[src/rtl/tone_synth.sv]
// tone_synth: turns a 4-bit note code plus a play enable into a 50%-duty
// square wave for the piezo buzzer. A new note is taken only at the end of a
// full period, so the pin never carries a truncated pulse. Rest codes
// (0, 11..15) and a low enable silence the pin, and a silent pin is low.
//
// enable is a level, not a handshake. The sequencer holds it high for the
// whole sound, and dropping it cuts the tone off at the next clock edge.
// tone_active is a direct copy of the FSM state (1 = RUN), so it doubles as
// the state observation point.
module tone_synth #(
  parameter int CLK_FREQ   = 25_000_000,
  parameter int COUNT_BITS = 16
) (
  input  logic       clk,
  input  logic       rst_n,
  input  logic [3:0] note,
  input  logic       enable,
  output logic       buzzer_out,
  output logic       tone_active
);

  // Half-period in clock cycles, rounded to nearest; f is in centihertz.
  function automatic longint calc_half(input longint f_chz);
    return (longint'(CLK_FREQ) * 50 + f_chz / 2) / f_chz;
  endfunction

  localparam longint H_C6 = calc_half(104650);
  localparam longint H_D6 = calc_half(117466);
  localparam longint H_E6 = calc_half(131851);
  localparam longint H_F6 = calc_half(139691);
  localparam longint H_G6 = calc_half(156798);
  localparam longint H_B6 = calc_half(197553);
  localparam longint H_C7 = calc_half(209300);
  localparam longint H_G5 = calc_half(78399);
  localparam longint H_F4 = calc_half(34923);
  localparam longint H_B3 = calc_half(24694);

  // B3 is the lowest note, so it has the longest half-period.
  localparam longint MAX_HALF  = H_B3;
  localparam longint COUNT_MAX = (longint'(1) << COUNT_BITS) - 1;

  if (MAX_HALF > COUNT_MAX) begin : g_count_too_narrow
    $error("tone_synth: COUNT_BITS too small for the half-period table");
  end

  typedef enum logic {
    IDLE = 1'b0,
    RUN  = 1'b1
  } state_t;

  state_t                state, state_nxt;
  logic [COUNT_BITS-1:0] counter, counter_nxt;
  logic [3:0]            cur_note, cur_note_nxt;
  logic                  buzzer_nxt;

  function automatic logic note_valid(input logic [3:0] n);
    return (n >= 4'd1) && (n <= 4'd10);
  endfunction

  // Reload value for a half-period: HALF(n)-1. Rest codes never reach this.
  function automatic logic [COUNT_BITS-1:0] half_m1(input logic [3:0] n);
    logic [COUNT_BITS-1:0] h;
    case (n)
      4'd1:    h = COUNT_BITS'(H_C6);
      4'd2:    h = COUNT_BITS'(H_D6);
      4'd3:    h = COUNT_BITS'(H_E6);
      4'd4:    h = COUNT_BITS'(H_F6);
      4'd5:    h = COUNT_BITS'(H_G6);
      4'd6:    h = COUNT_BITS'(H_B6);
      4'd7:    h = COUNT_BITS'(H_C7);
      4'd8:    h = COUNT_BITS'(H_G5);
      4'd9:    h = COUNT_BITS'(H_F4);
      4'd10:   h = COUNT_BITS'(H_B3);
      default: h = COUNT_BITS'(1);
    endcase
    return h - COUNT_BITS'(1);
  endfunction

  // State, counter, note and pin registers; reset silences the pin at once.
  always_ff @(posedge clk or negedge rst_n) begin
    if (!rst_n) begin
      state      <= IDLE;
      counter    <= '0;
      cur_note   <= '0;
      buzzer_out <= 1'b0;
    end else begin
      state      <= state_nxt;
      counter    <= counter_nxt;
      cur_note   <= cur_note_nxt;
      buzzer_out <= buzzer_nxt;
    end
  end

  // Next-state logic: start on enable with a valid note, toggle on counter
  // expiry, and accept a note change or a rest only at the low->high boundary.
  always_comb begin
    state_nxt    = state;
    counter_nxt  = counter;
    cur_note_nxt = cur_note;
    buzzer_nxt   = buzzer_out;
    case (state)
      IDLE: begin
        counter_nxt = '0;
        buzzer_nxt  = 1'b0;
        if (enable && note_valid(note)) begin
          state_nxt    = RUN;
          cur_note_nxt = note;
          counter_nxt  = half_m1(note);
          buzzer_nxt   = 1'b1;
        end
      end
      RUN: begin
        if (!enable) begin
          // Immediate cutoff, regardless of where we are in the period.
          state_nxt   = IDLE;
          counter_nxt = '0;
          buzzer_nxt  = 1'b0;
        end else if (counter != '0) begin
          counter_nxt = counter - COUNT_BITS'(1);
        end else if (buzzer_out) begin
          // Mid-period toggle: the note is deliberately not resampled here.
          buzzer_nxt  = 1'b0;
          counter_nxt = half_m1(cur_note);
        end else if (note_valid(note)) begin
          // Full-period boundary: pick up whatever note is requested now.
          cur_note_nxt = note;
          counter_nxt  = half_m1(note);
          buzzer_nxt   = 1'b1;
        end else begin
          // Rest at the boundary: stay low and stop.
          state_nxt   = IDLE;
          counter_nxt = '0;
        end
      end
      default: begin
        state_nxt   = IDLE;
        counter_nxt = '0;
        buzzer_nxt  = 1'b0;
      end
    endcase
  end

  assign tone_active = (state == RUN);

endmodule

[config.mk]
export PLATFORM = sky130hd
export DESIGN_NAME = tone_synth
export DESIGN_NICKNAME = d
export VERILOG_FILES = /design/src/rtl/tone_synth.sv
export SDC_FILE = /design/constraint.sdc
export NUM_CORES = 1
export LEC_CHECK = 0
export CORE_MARGIN = 2
export CORE_UTILIZATION = 60
export DETAILED_ROUTE_END_ITERATION = 8
export PLACE_DENSITY = 0.78
export SYNTH_ARGS = -nofsm -noshare
export SYNTH_HDL_FRONTEND = slang
export SYNTH_SLANG_ARGS = --single-unit
[constraint.sdc]
create_clock -name clk -period 3.45 [get_ports clk]
set_input_delay 0.5175 -clock clk [delete_from_list [all_inputs] [get_ports clk]]
set_output_delay 0.5175 -clock clk [all_outputs]
set_load 0.02 [all_outputs]
Yosys cells after proc, flatten, opt, wreduce, memory -nomap -nowiden
Memory sizes are Yosys's and may differ from the RTL's.
Cells that the tools add are included.
{"block": "word_totals", "ff_bits": 22, "romBits": 768, "input_bits": 7, "memories": 3}
{"block": "classes", "add_sub_neg": 4, "order_cmp": 2, "n_eq_ne": 6, "mux": 33, "n_bitwise": 1, "reduce_logical": 4}
{"memory": "(no name shown)", "words": 16, "width": 16, "read_ports": 1, "rd_clocked_by_memory_dff": 0, "write_ports": 0, "line_no": "63", "source": "case (n)"}
{"memory": "(no name shown)", "words": 16, "width": 16, "read_ports": 1, "rd_clocked_by_memory_dff": 0, "write_ports": 0, "line_no": "63"}
{"memory": "(no name shown)", "words": 16, "width": 16, "read_ports": 1, "rd_clocked_by_memory_dff": 0, "write_ports": 0, "line_no": "63"}
{"operator": "two-way mux 16 bit", "count": 16}
{"operator": "subtractor 16 x 1 -> 16 bit (second input constant)", "count": 4}
{"operator": "case mux 16 bit (2 select lines)", "count": 1}
{"operator": "two-way mux 4 bit", "count": 5}
{"operator": "nonzero test 16 bit", "count": 1}
{"operator": "two-way mux 1 bit", "count": 8}
{"operator": "inequality test 2 bit (second input constant)", "count": 4}
{"operator": "case mux 4 bit (2 select lines)", "count": 1}
{"operator": "AND reduction 5 bit", "count": 1}
{"operator": ">= comparator 4 x 1 -> 1 bit (second input constant)", "count": 1}
{"operator": "<= comparator 4 bit (second input constant)", "count": 1}
{"operator": "case mux 1 bit (2 select lines)", "count": 2}
{"operator": "inequality test 3 bit (second input constant)", "count": 1}
{"operator": "logical AND 1 bit", "count": 2}
{"operator": "inequality test 2 x 1 -> 1 bit (second input constant)", "count": 1}
{"operator": "NOT 1 bit", "count": 1}

Logic depth before layout (Yosys ltp)
{"block": "depth", "word_depth": 13, "depth_mapped": 12, "mapped_depth_nobuf": 9}

Worst setup path before layout
OpenSTA, ideal clock, no wires.
{"block": "synth_path", "path_kind": "input to register", "startpoint": "input note[2]", "endpoint": "register counter[10]", "setup_time_ns": 0.118, "t_arrival_ns": 3.032, "required_ns": 3.332, "path_slack_ns": 0.300, "stages": 12, "n_path_buf": 4, "path_cell_list": "clkbuf_1 -> clkbuf_1 -> clkbuf_1 -> buf_1 -> a21boi_0 -> o22ai_1 -> ha_1 -> o2111ai_1 -> a211oi_1 -> o21ai_0 -> xnor2_1 -> a21o_1"}
{"block": "synth_via", "elab_chain_cells": 12, "elab_cells_between_ends": 21, "cone_classes": "2 x add/sub; 2 x order compare; 13 x mux; 2 x reduce/logical; 2 x memory"}
{"element": "start, declared", "line_no": "16", "source": "input logic [3:0] note,"}
{"element": "memory (16 x 16 bit)"}
{"element": "two-way mux 16 bit", "line_no": "124", "source": "end else if (note_valid(note)) begin"}
{"element": "two-way mux 16 bit", "line_no": "120", "source": "end else if (buzzer_out) begin"}
{"element": "two-way mux 16 bit", "line_no": "118", "source": "end else if (counter != '0) begin"}
{"element": "two-way mux 16 bit", "line_no": "113", "source": "if (!enable) begin"}
{"element": "two-way mux 16 bit", "line_no": "101", "source": "case (state)"}
{"element": "subtractor 16 x 1 -> 16 bit", "line_no": "76", "source": "return h - COUNT_BITS'(1);"}
{"element": "two-way mux 16 bit", "line_no": "124"}
{"element": "two-way mux 16 bit", "line_no": "120"}
{"element": "two-way mux 16 bit", "line_no": "118"}
{"element": "two-way mux 16 bit", "line_no": "113"}
{"element": "case mux 16 bit (2 select lines) (*)", "line_no": "101"}
{"element": "net counter_nxt[10]", "line_no": "52", "source": "logic [COUNT_BITS-1:0] counter, counter_nxt;"}
{"element": "end signal, assigned", "line_no": "88", "source": "counter <= counter_nxt;"}
{"element": "end, declared", "line_no": "52"}
Mark *: on every way through the listed nets, which the timed path passes. The rest lies on a longest branch. The select of a mux whose other input is x is not followed.
A chain may end at the register's enable or synchronous reset.

Worst setup path after layout
{"block": "layout_path", "startpoint": "input note[0]", "endpoint": "register cur_note[2]"}
{"block": "layout_via", "elab_chain_cells": 5, "elab_cells_between_ends": 7, "cone_classes": "2 x order compare; 2 x eq/ne; 3 x reduce/logical"}
{"element": ">= comparator 4 x 1 -> 1 bit / <= comparator 4 bit (equally long branches)", "line_no": "57", "source": "return (n >= 4'd1) && (n <= 4'd10);"}
{"element": "logical AND 1 bit (*)", "line_no": "57"}
{"element": "logical AND 1 bit", "line_no": "105", "source": "if (enable && note_valid(note)) begin"}
{"element": "inequality test 2 bit (no line)"}
{"element": "AND reduction 5 bit (no line) (*)"}
{"element": "end signal, assigned", "line_no": "89", "source": "cur_note <= cur_note_nxt;"}
{"element": "end, declared", "line_no": "53", "source": "logic [3:0] cur_note, cur_note_nxt;"}
Every way passes the cells marked *; elsewhere a longest branch is shown, timed or not.

==> results by group <==
Worst setup path
  • Critical path peak fanout: 6
  • Slowest CP cell: clkdlybuf4s50_1
  • CP Cell Sequence: clkdlybuf4s50_1 > inv_1 > buf_4 > ha_1 > nor3b_1 > o22ai_1 > nand2_1 > nor2_1 > a21oi_1 > buf_4 > mux2_2
  • Critical path class: primary input to flop
  • Critical path arrival: approximately 3.2 ns
  • Crit path capture type: flop
  • CP Launch Type: primary input
  • CP peak stage delay: 0.49 ns
  • WP data required: between 3 and 4 ns
  • CP most frequent cell: buf_4

Global route
  • Grt ovf: 0
  • First-pass GRT wire length: 12.4 mm
  • Largest net degree at the start of global routing: 26
  • Initial antenna violation count: 0
  • Vias in the first global route: 2560
  • GR Util All Layers: 30.2%

Clock network
  • Root buf cell: clkbuf_8
  • H-Tree Depth: 1
  • TritonCTS clock tree: built
  • Hold-fix buffers, CTS: 0
  • Maximum clock insertion buffer count: 2
  • Clk slew on worst S/H paths: 0.08 ns
  • # clock sinks: 22
  • Post_cts resized: 0
  • Postcts setup bufs: 0
  • Skew-Pair Late Insertion Delay: about 0.26 ns
  • Num CTS Buffers: 3

STA
  • Worst slew pin tran: between 1 and 1.5 ns
  • Rel. slew slack: ~28%
  • Final Hold Viols: 0
  • Fin. max-slew vios: 0
  • Tmin final: 3.00 ns
  • Max Fclk: roughly 330 MHz
  • # setup viols final: 0
  • Period utilisation layout: 86.9%
  • Final Skew: between 0.002 and 0.003 ns
  • RSZ-0062 raised after global routing: false
  • TNS Setup: 0 ns

Drt
  • Pre-antenna DRT Iters: 5
  • Drt via density: approximately 7
  • Final wirelength: about 7.4 mm
  • Met2 Wirelength: around 3.5 mm
  • Metal3 WL: 569 µm
  • Top sig layer: met4
  • Avg WL per Cell: roughly 18 µm
  • DR iter-0 viols: 340
  • DRC: 0
  • DRT met1 WL: 3.17 mm
  • Antenna Nets Post-Route: 0
  • Vias: ~2900

Power
  • Leak: about 1.2 nW
  • Overall Power: 2.66 mW
  • Pwr Density: 911 mW/mm²
  • Peak supply drop: 0.000473 V

Place
  • Placed inst area: 0.00288 mm²
  • I/O Buffers: 8
  • Detailed placer's ending HPWL: around 5.7 mm
  • RePlAce Congestion: between 0.9 and 1

Floorplan
  • DIE WIDTH: 71.0 µm
  • Row Count: 24
  • Die Y: 71.0 µm
  • I/O pin count: 9
  • Core ar.: roughly 0.0043 mm²
  • Initial Util: 62.2%
  • Die Area: about 0.005 mm²

Synthesis
  • Synth Warn #: 0
  • Fraction of registers with async set/reset: between 90% and 100%
  • Post-synth top flop: dfrtp_1
  • Flops & latches, synth: 22
  • Unique masters post-synth: 60
  • Proportion of netlist area held by the largest area contributor: 20.5%
  • Sequential area share after synthesis: 20.5%
  • Cell Area, Synth: roughly 0.0027 mm²
  • Leading area contributor after synthesis: dfrtp_1
  • Top area cells in the synthesized netlist: dfrtp_1, ha_1, o21ai_0, nor2_1, o22ai_1
  • EDFF count, synth: 0
  • Syn Nets: 378
  • Gate Count Post-Synth: roughly 360
  • Syn avg cell area: about 7.6 µm²

Final layout
  • Ant. Diodes: 0
  • Share of layout cells above drive strength 1: 10.5%
  • Post-layout util: 67.5%
  • Synthesis-to-finish area growth: 8.47%
  • Fin area: 0.00292 mm²
  • Fin nets: 387

Hold path
  • Worst hold path type: flop to flop

Run
  • Max cap viols: 0

Status
  • Status: finished clean
==> sequential cells by signal, summed over array words and instances (netlist names) <==
name         count
buzzer_out       1
counter         16
cur_note         4
tone_active      1
==> Yosys cell counts, drive strengths merged, types with 6 or more instances <==
library cell and instances:
o21ai 35, nor2 29, nand2 28, dfrtp 22
a21oi 19, o22ai 17, ha 15, clkbuf 13
inv 12, xnor2 12, a31oi 11, buf 10
nor2b 9, mux2i 8, nand2b 8, nand3 8
xor2 7, o31ai 6
==> final timing paths <==
| path | slack, ns | cells past startpoint | end | startpoint |
|---|---|---|---|---|
| min in group asynchronous | 0.83 | 1 | cur_note[3]$_DFFE_PN0P_ | rst_n |
| max in group asynchronous | 1.98 | 1 | counter[0]$_DFF_PN0_ | rst_n |
| setup reg to reg | 0.54 | 9 | counter[12]$_DFF_PN0_ | cur_note[1]$_DFFE_PN0P_ |
| setup / recovery | 0.45 | 11 | cur_note[2]$_DFFE_PN0P_ | note[0] |
| hold / removal | 0.75 | 3 | cur_note[0]$_DFFE_PN0P_ | cur_note[0]$_DFFE_PN0P_ |
| hold reg to reg | 0.75 | 3 | cur_note[0]$_DFFE_PN0P_ | cur_note[0]$_DFFE_PN0P_ |
==> metrics by stage <==
step                      std cells  setup slack, ns  hold slack [ns]
final                           415            0.453            0.746
after global routing            415            0.264            0.783
after floorplan                 356            0.300            0.222
after detailed placement        412            0.223            0.733
after CTS                       415            0.496            0.747
after global placement          412            0.257            0.730
==> critical path: cells and delay by family <==
kind	cells	cell delay, ns
compound gates	2	0.55
fa+ha+maj	1	0.24
buf+inv	4	0.98
mux	1	0.28
simple gates	3	0.58
==> cell families (layout without fill, tap and decap cells) <==
| logic type | Yosys count | in the layout | synth area share (%) |
|---|---|---|---|
| XOR/XNOR | 19 | 19 | 6.19 |
| flip-flops | 22 | 22 | 20.5 |
| multiplexers | 10 | 10 | 3.81 |
| AND/OR/NAND/NOR | 122 | 122 | 24.2 |
| buffers and inverters | 35 | 42 | 5.44 |
| adder cells (fa/ha/maj) | 15 | 15 | 6.98 |
| AO/OA/AOI/OAI | 133 | 133 | 32.9 |
==> metal layers <==
metal  vias to the layer above  global-route usage, %
met5                         -                      0
met1                      1351                   42.7
met2                       172                   49.4
met4                         0                   8.60
li1                       1354                      -
met3                        18                   2.85
==> power breakdown <==
| part | internal [mW] | leakage, nW | total, mW | switching [mW] |
|---|---|---|---|---|
| registers | 0.365 | 0.287 | 0.514 | 0.149 |
| logic | 0.801 | 0.898 | 1.98 | 1.18 |
| clock network | 0.0781 | 0.0216 | 0.164 | 0.0860 |
==> cell type report <==
class | instances | area [µm²]
clock buffer | 3 | 41.3
sequential | 22 | 551
fill | 396 | 1410
inverter | 12 | 45.0
timing repair buffer | 27 | 223
multi-input combinational | 299 | 1990
tap | 52 | 65.1
==> cells in the final DEF, fill, tap and decap left out, types with 12 or more instances in the layout <==
| cell | count |
|---|---|
| inv_1 | 12 |
| nor2_1 | 29 |
| buf_4 | 19 |
| dfrtp_1 | 22 |
| o22ai_1 | 17 |
| xnor2_1 | 12 |
| o21ai_0 | 35 |
| nand2_1 | 28 |
| a21oi_1 | 19 |
| ha_1 | 15 |
(Power assumes the default switching activity.)
